[config.mk]
export PLATFORM = sky130hd
export DESIGN_NAME = seq_divider_16bit_flat
export DESIGN_NICKNAME = d
export VERILOG_FILES = /design/src/rtl/seq_divider_16bit_if.sv /design/src/rtl/seq_divider_16bit.sv /design/src/flat_wrapper.sv
export SDC_FILE = /design/constraint.sdc
export NUM_CORES = 1
export LEC_CHECK = 0
export ABC_CLOCK_PERIOD_IN_PS = 2650
export CORE_MARGIN = 2
export CORE_UTILIZATION = 53
export CTS_BUF_LIST = sky130_fd_sc_hd__clkbuf_4 sky130_fd_sc_hd__clkbuf_8
export CTS_CLUSTER_DIAMETER = 120
export DETAILED_ROUTE_END_ITERATION = 8
export PLACE_DENSITY_LB_ADDON = 0.1
export SYNTH_ARGS = -nofsm -noshare
export SYNTH_HDL_FRONTEND = slang
export SYNTH_SLANG_ARGS = --single-unit
[constraint.sdc]
create_clock -name gated_clk -period 2.65 [get_ports gated_clk]
set_clock_uncertainty 0.2 [all_clocks]
set_input_delay 0.265 -clock gated_clk [delete_from_list [all_inputs] [get_ports gated_clk]]
set_output_delay 0.265 -clock gated_clk [all_outputs]
set_load 0.01 [all_outputs]
[src/rtl/seq_divider_16bit_if.sv]
// Request/result bundle for the iterative divider: operands and mode in,
// quotient/remainder/flags out, valid/ready on both sides.
// Ports: master = requester/consumer side, slave = divider side.
interface seq_divider_16bit_if #(
   parameter int WIDTH = 16
);
   logic             start;
   logic             in_ready;
   logic [WIDTH-1:0] dividend;
   logic [WIDTH-1:0] divisor;
   logic             signed_op;
   logic [WIDTH-1:0] quotient;
   logic [WIDTH-1:0] remainder;
   logic             out_valid;
   logic             out_ready;
   logic             div_by_zero;
   logic             busy;
   logic             power_saved;

   modport master (
      output start, dividend, divisor, signed_op, out_ready,
      input  in_ready, quotient, remainder, out_valid, div_by_zero, busy, power_saved
   );

   modport slave (
      input  start, dividend, divisor, signed_op, out_ready,
      output in_ready, quotient, remainder, out_valid, div_by_zero, busy, power_saved
   );
endinterface

[src/rtl/seq_divider_16bit.sv]
// Restoring shift-subtract divider, signed/unsigned, one quotient bit per cycle.
// Latency: WIDTH+2 edges after accept; zero divisor/dividend exit straight to DONE.
// Backpressure: result held in DONE until out_ready; start ignored while busy.
// Ports: gated_clk/rst_n (async active-low); bus = seq_divider_16bit_if slave
//   (start/in_ready request side, out_valid/out_ready result side, flags).
module seq_divider_16bit #(
   parameter int WIDTH = 16
) (
   input logic                gated_clk,
   input logic                rst_n,
   seq_divider_16bit_if.slave bus
);
   localparam int CW = $clog2(WIDTH);

   typedef enum logic [2:0] {IDLE, PREP, ITER, FIX, DONE} state_t;

   state_t           state_q, state_d;
   // dvd_q holds the raw dividend, then its magnitude, and finally the
   // quotient magnitude as quotient bits shift in from the bottom.
   logic [WIDTH-1:0] dvd_q, dvd_d;
   logic [WIDTH-1:0] dsr_q, dsr_d;
   logic [WIDTH:0]   rem_q, rem_d;
   logic [CW-1:0]    cnt_q, cnt_d;
   logic             sop_q, sop_d;
   logic             neg_quo_q, neg_quo_d;
   logic             neg_rem_q, neg_rem_d;
   logic [WIDTH-1:0] quo_q, quo_d;
   logic [WIDTH-1:0] rmd_q, rmd_d;
   logic             dbz_q, dbz_d;
   logic             psv_q, psv_d;

   logic [WIDTH:0]   rem_shift;
   logic [WIDTH:0]   rem_sub;
   logic             q_bit;

   always_ff @(posedge gated_clk or negedge rst_n) begin
      if (!rst_n) begin
         state_q   <= IDLE;
         dvd_q     <= '0;
         dsr_q     <= '0;
         rem_q     <= '0;
         cnt_q     <= '0;
         sop_q     <= 1'b0;
         neg_quo_q <= 1'b0;
         neg_rem_q <= 1'b0;
         quo_q     <= '0;
         rmd_q     <= '0;
         dbz_q     <= 1'b0;
         psv_q     <= 1'b0;
      end else begin
         state_q   <= state_d;
         dvd_q     <= dvd_d;
         dsr_q     <= dsr_d;
         rem_q     <= rem_d;
         cnt_q     <= cnt_d;
         sop_q     <= sop_d;
         neg_quo_q <= neg_quo_d;
         neg_rem_q <= neg_rem_d;
         quo_q     <= quo_d;
         rmd_q     <= rmd_d;
         dbz_q     <= dbz_d;
         psv_q     <= psv_d;
      end
   end

   always_comb begin
      state_d   = state_q;
      dvd_d     = dvd_q;
      dsr_d     = dsr_q;
      rem_d     = rem_q;
      cnt_d     = cnt_q;
      sop_d     = sop_q;
      neg_quo_d = neg_quo_q;
      neg_rem_d = neg_rem_q;
      quo_d     = quo_q;
      rmd_d     = rmd_q;
      dbz_d     = dbz_q;
      psv_d     = psv_q;

      // One restoring step: bring in the next dividend bit, trial-subtract.
      rem_shift = {rem_q[WIDTH-1:0], dvd_q[WIDTH-1]};
      rem_sub   = rem_shift - {1'b0, dsr_q};
      q_bit     = (rem_shift >= {1'b0, dsr_q});

      case (state_q)
         IDLE: begin
            if (bus.start) begin
               dvd_d = bus.dividend;
               dsr_d = bus.divisor;
               sop_d = bus.signed_op;
               if (bus.divisor == '0) begin
                  quo_d   = '1;
                  rmd_d   = bus.dividend;
                  dbz_d   = 1'b1;
                  psv_d   = 1'b1;
                  state_d = DONE;
               end else if (bus.dividend == '0) begin
                  quo_d   = '0;
                  rmd_d   = '0;
                  dbz_d   = 1'b0;
                  psv_d   = 1'b1;
                  state_d = DONE;
               end else begin
                  state_d = PREP;
               end
            end
         end
         PREP: begin
            neg_quo_d = sop_q & (dvd_q[WIDTH-1] ^ dsr_q[WIDTH-1]);
            neg_rem_d = sop_q & dvd_q[WIDTH-1];
            // abs(0x8000) stays 0x8000, which is the correct unsigned magnitude.
            if (sop_q && dvd_q[WIDTH-1]) dvd_d = -dvd_q;
            if (sop_q && dsr_q[WIDTH-1]) dsr_d = -dsr_q;
            rem_d   = '0;
            cnt_d   = CW'(WIDTH - 1);
            state_d = ITER;
         end
         ITER: begin
            rem_d = q_bit ? rem_sub : rem_shift;
            dvd_d = {dvd_q[WIDTH-2:0], q_bit};
            cnt_d = cnt_q - CW'(1);
            if (cnt_q == '0) state_d = FIX;
         end
         FIX: begin
            quo_d   = neg_quo_q ? (-dvd_q) : dvd_q;
            rmd_d   = neg_rem_q ? (-rem_q[WIDTH-1:0]) : rem_q[WIDTH-1:0];
            dbz_d   = 1'b0;
            psv_d   = 1'b0;
            state_d = DONE;
         end
         DONE: begin
            if (bus.out_ready) state_d = IDLE;
         end
         default: state_d = IDLE;
      endcase
   end

   // Handshake outputs come from the state register only.
   assign bus.in_ready    = (state_q == IDLE);
   assign bus.busy        = (state_q != IDLE);
   assign bus.out_valid   = (state_q == DONE);
   assign bus.quotient    = quo_q;
   assign bus.remainder   = rmd_q;
   assign bus.div_by_zero = dbz_q;
   assign bus.power_saved = psv_q;
endmodule

[src/flat_wrapper.sv]
// flat-port wrapper written by rule: the top's interface ports become plain ports
module seq_divider_16bit_flat 
#(
   parameter int WIDTH = 16
)
  (gated_clk, rst_n, bus_start, bus_dividend, bus_divisor, bus_signed_op, bus_out_ready, bus_in_ready, bus_quotient, bus_remainder, bus_out_valid, bus_div_by_zero, bus_busy, bus_power_saved);
  seq_divider_16bit_if #(.WIDTH(WIDTH)) bus_i ();
  input logic gated_clk;
  input logic rst_n;
  input wire logic [$bits(bus_i.start)-1:0] bus_start;
  input wire logic [$bits(bus_i.dividend)-1:0] bus_dividend;
  input wire logic [$bits(bus_i.divisor)-1:0] bus_divisor;
  input wire logic [$bits(bus_i.signed_op)-1:0] bus_signed_op;
  input wire logic [$bits(bus_i.out_ready)-1:0] bus_out_ready;
  output wire logic [$bits(bus_i.in_ready)-1:0] bus_in_ready;
  output wire logic [$bits(bus_i.quotient)-1:0] bus_quotient;
  output wire logic [$bits(bus_i.remainder)-1:0] bus_remainder;
  output wire logic [$bits(bus_i.out_valid)-1:0] bus_out_valid;
  output wire logic [$bits(bus_i.div_by_zero)-1:0] bus_div_by_zero;
  output wire logic [$bits(bus_i.busy)-1:0] bus_busy;
  output wire logic [$bits(bus_i.power_saved)-1:0] bus_power_saved;
  assign bus_i.start = bus_start;
  assign bus_i.dividend = bus_dividend;
  assign bus_i.divisor = bus_divisor;
  assign bus_i.signed_op = bus_signed_op;
  assign bus_i.out_ready = bus_out_ready;
  assign bus_in_ready = bus_i.in_ready;
  assign bus_quotient = bus_i.quotient;
  assign bus_remainder = bus_i.remainder;
  assign bus_out_valid = bus_i.out_valid;
  assign bus_div_by_zero = bus_i.div_by_zero;
  assign bus_busy = bus_i.busy;
  assign bus_power_saved = bus_i.power_saved;
  seq_divider_16bit #(.WIDTH(WIDTH)) u_core (.gated_clk(gated_clk), .rst_n(rst_n), .bus(bus_i));
endmodule
==> key figures <==
CTS
  – Clk sinks: 92
  – CTS tree: done
  – Clock transition at the registers of the reported paths: 0.09 ns
  – Clock root cell: clkbuf_8
  – Clk_lat worst skew: 0.37 ns
  – Clock Tree Buf Depth: 2
  – CTS Buf Count: 9
  – CTS HTree Levels: 3

STA
  – Worst-margin pin slew: 0.990 ns
  – Slew margin rel.: 0.339
  – Final setup violation count: 0
  – Final period util: 0.972
  – Minimum clock period: 2.58 ns
  – Final setup margin: 0.0737 ns
  – Worst hold margin: 0.246 ns
  – Setup TNS: 0 ns
  – Fmax: 388 MHz
  – Pins Over Slew Limit: 0
  – Final hold vios: 0

Synthesis
  – Syn avg cell area: 8.76 um2
  – Ys async rst share: 1.00
  – Most used DFF post-synth: dfrtp_1
  – Post-synth EDFFs: 0
  – Most common cell in the netlist: dfrtp_1
  – Post-Synthesis Cells: 727
  – Commonest cells post-synth: dfrtp_1, nor2_1, o21ai_0, nand2_1, a21oi_1
  – Synth warn: 0
  – Largest cells by area after synthesis: dfrtp_1, o21ai_0, nor2_1, ha_1, nand2_1
  – Area share of the largest cell type after synthesis: 0.361
  – Cell taking the most area after synthesis: dfrtp_1
  – Net Count, Synth: 785
  – Yosys reg bits: 92
  – Sequential cell area fraction in the yosys report: 0.361
  – Yosys cell types: 86
  – Mapped cell area: 0.00637 mm2

Global route
  – Remaining Overflow, GRT: 0
  – Largest net degree at the start of global routing: 49
  – First-pass GRT wire length: 30,800 um
  – Initial antenna violation count: 0
  – Vias in the first global route: 6,204
  – Total GRT Usage: 0.300

Detailed routing
  – Via density: 6.23
  – Routed wire length: 19,100 um
  – Drt first pass iters: 9
  – Detailed-route via count: 6,350
  – Avg WL per Cell: 18.8 um
  – DRT iter0 DRCs: 740
  – DRC violations left: 0
  – Post-route ant nets: 0

Floorplan
  – Die Span X: 114 um
  – Effective utilization at floorplan: 0.537
  – # IOs: 74
  – Die area: 0.0129 mm2
  – Die height: 114 um
  – Site Rows: 40
  – Core area: 0.0119 mm2

Cells and area
  – Nets: 927
  – Antenna Cells: 0
  – Finished Layout Cells: 1,019
  – Share of post-route cells with drive strength above 1: 0.203
  – Layout area overhead: 28.2%

Place
  – Placed Cells: 997
  – GPL Wtd Cong: 0.907
  – Place WS: -0.181 ns
  – Final HPWL DP: 14,400 um
  – IO Port Bufs: 73

Worst setup path
  – Reg2Reg Launch Point: u_core.dsr_q[1]
  – CP arrival: 2.61 ns
  – Critical path class: reg2reg
  – Setup crit start kind: flop
  – Worst Path Max Fanout: 8
  – R2r setup slk: 0.07 ns
  – Worst Reg2Reg Path Length in Cells: 10
  – Worst R2R End: u_core.rem_q[13]
  – Endpoint class of the critical path: flop
  – Required @ worst endpoint: 2.68 ns

Power
  – Leakage: 3.50 nW
  – Pwr per Cell Area: 1250 mW/mm2
  – Overall power: 10.2 mW
  – Maximum vdd drop: 0.000600 V

Job
  – Max-cap viol count: 0

Worst hold path
  – Hold crit path type: in2async

Status
  – Outcome: finished, final reports clean
[worst max-delay path, cell delays in order, from the launching register on]
cell and delay, ns:
dfrtp_1 0.40, inv_2 0.08, ha_1 0.29, nand2b_1 0.08, a211o_1 0.36, a21oi_4 0.25, o311ai_4 0.13, buf_6 0.16
buf_4 0.16, a41oi_2 0.22, o31ai_2 0.09
[cell families after synthesis]
group                      synth area share
and+or+nand+nor                       0.211
AOI/OAI and AO/OA                     0.264
DFF                                   0.361
buffers and inverters                0.0569
xor gates and xnor gates             0.0591
adders and majority gates            0.0424
muxes                               0.00511
[state kept, by name (all words and copies together), names as in the netlist]
register                cells
u_core.sop_q                1
u_core.bus.power_saved      1
u_core.dvd_q               16
u_core.dsr_q               16
u_core.bus.remainder       16
u_core.state_q              3
u_core.neg_quo_q            1
u_core.bus.div_by_zero      1
u_core.cnt_q                4
u_core.neg_rem_q            1
u_core.bus.quotient        16
u_core.rem_q               16
[area by class of cell]
cell class,instances,area [um2]
Sequential cell,92,2300
Fill cell,978,3690
Timing Repair Buffer,176,1530
Clock inverter,2,35.0
Clock buffer,12,159
Multi-Input combinational cell,560,3840
Inverter,30,114
Tap cell,147,184
[report_power, final]
group	switching [mW]	internal, mW
logic	3.70	2.91
registers	0.635	2.01
clock network	0.498	0.487
[repair_timing]
action                                  4_1_cts  5_1_grt
setup buffers                                 0        7
hold endpoints to repair                     47        0
hold buffers                                  1        0
pin swaps                                     2        7
endpoints found under the setup margin        2       14
gates resized for setup                       2       24
[per-layer routing]
metal  routed length, um  vias to the layer above  track usage  share of wire
met5                   0                        -            0              0
met4                 724                        0        0.126          0.038
met3                 967                       52       0.0430          0.051
met2                9450                      233        0.510           0.49
met1                8000                     3088        0.387           0.42
li1                    -                     2977            -              -
[layout by cell type, fill, tap and decap left out, drive strengths merged, types with 3 or more instances in the layout]
cell type	synthesis	routed
buf	21	103
dfrtp	92	92
nor2	77	77
o21ai	73	73
clkdlybuf4s50	0	72
nand2	67	67
a21oi	43	43
inv	29	29
xor2	25	25
nor3	24	24
ha	20	20
nand4	19	19
xnor2	18	18
nand3	15	15
nor4	15	15
o22ai	13	13
a221oi	13	13
clkbuf	24	12
a31oi	11	11
a22oi	10	10
a222oi	10	10
o311ai	9	9
nand2b	8	8
and2	8	8
a211oi	8	8
a21o	7	7
o21a	6	6
o31ai	6	6
and3	5	5
or3	5	5
a41oi	4	4
o221ai	4	4
o41ai	4	4
or3b	3	3
nor3b	3	3
[worst max path at each step]
stage | start | cells after the start | end | slack [ns]
after floorplan | u_core.dvd_q[15] | 10 | u_core.rem_q[14] | 0.05
after global placement | bus_dividend[7] | 9 | u_core.bus.quotient[5] | -0.11
after detailed placement | bus_dividend[7] | 9 | u_core.bus.quotient[6] | -0.18
after CTS | u_core.dsr_q[2] | 9 | u_core.rem_q[13] | 0.02
after global routing | u_core.dsr_q[1] | 10 | u_core.rem_q[15] | -0.005
final | u_core.dsr_q[1] | 10 | u_core.rem_q[13] | 0.07
[through the flow]
step                      area (um2)   util
after floorplan                 6370      -
after global placement          7780  0.656
after detailed placement        7780  0.656
after CTS                       8000  0.674
after global routing            8170  0.689
final                           8170  0.689
(Power assumes the default switching activity.)
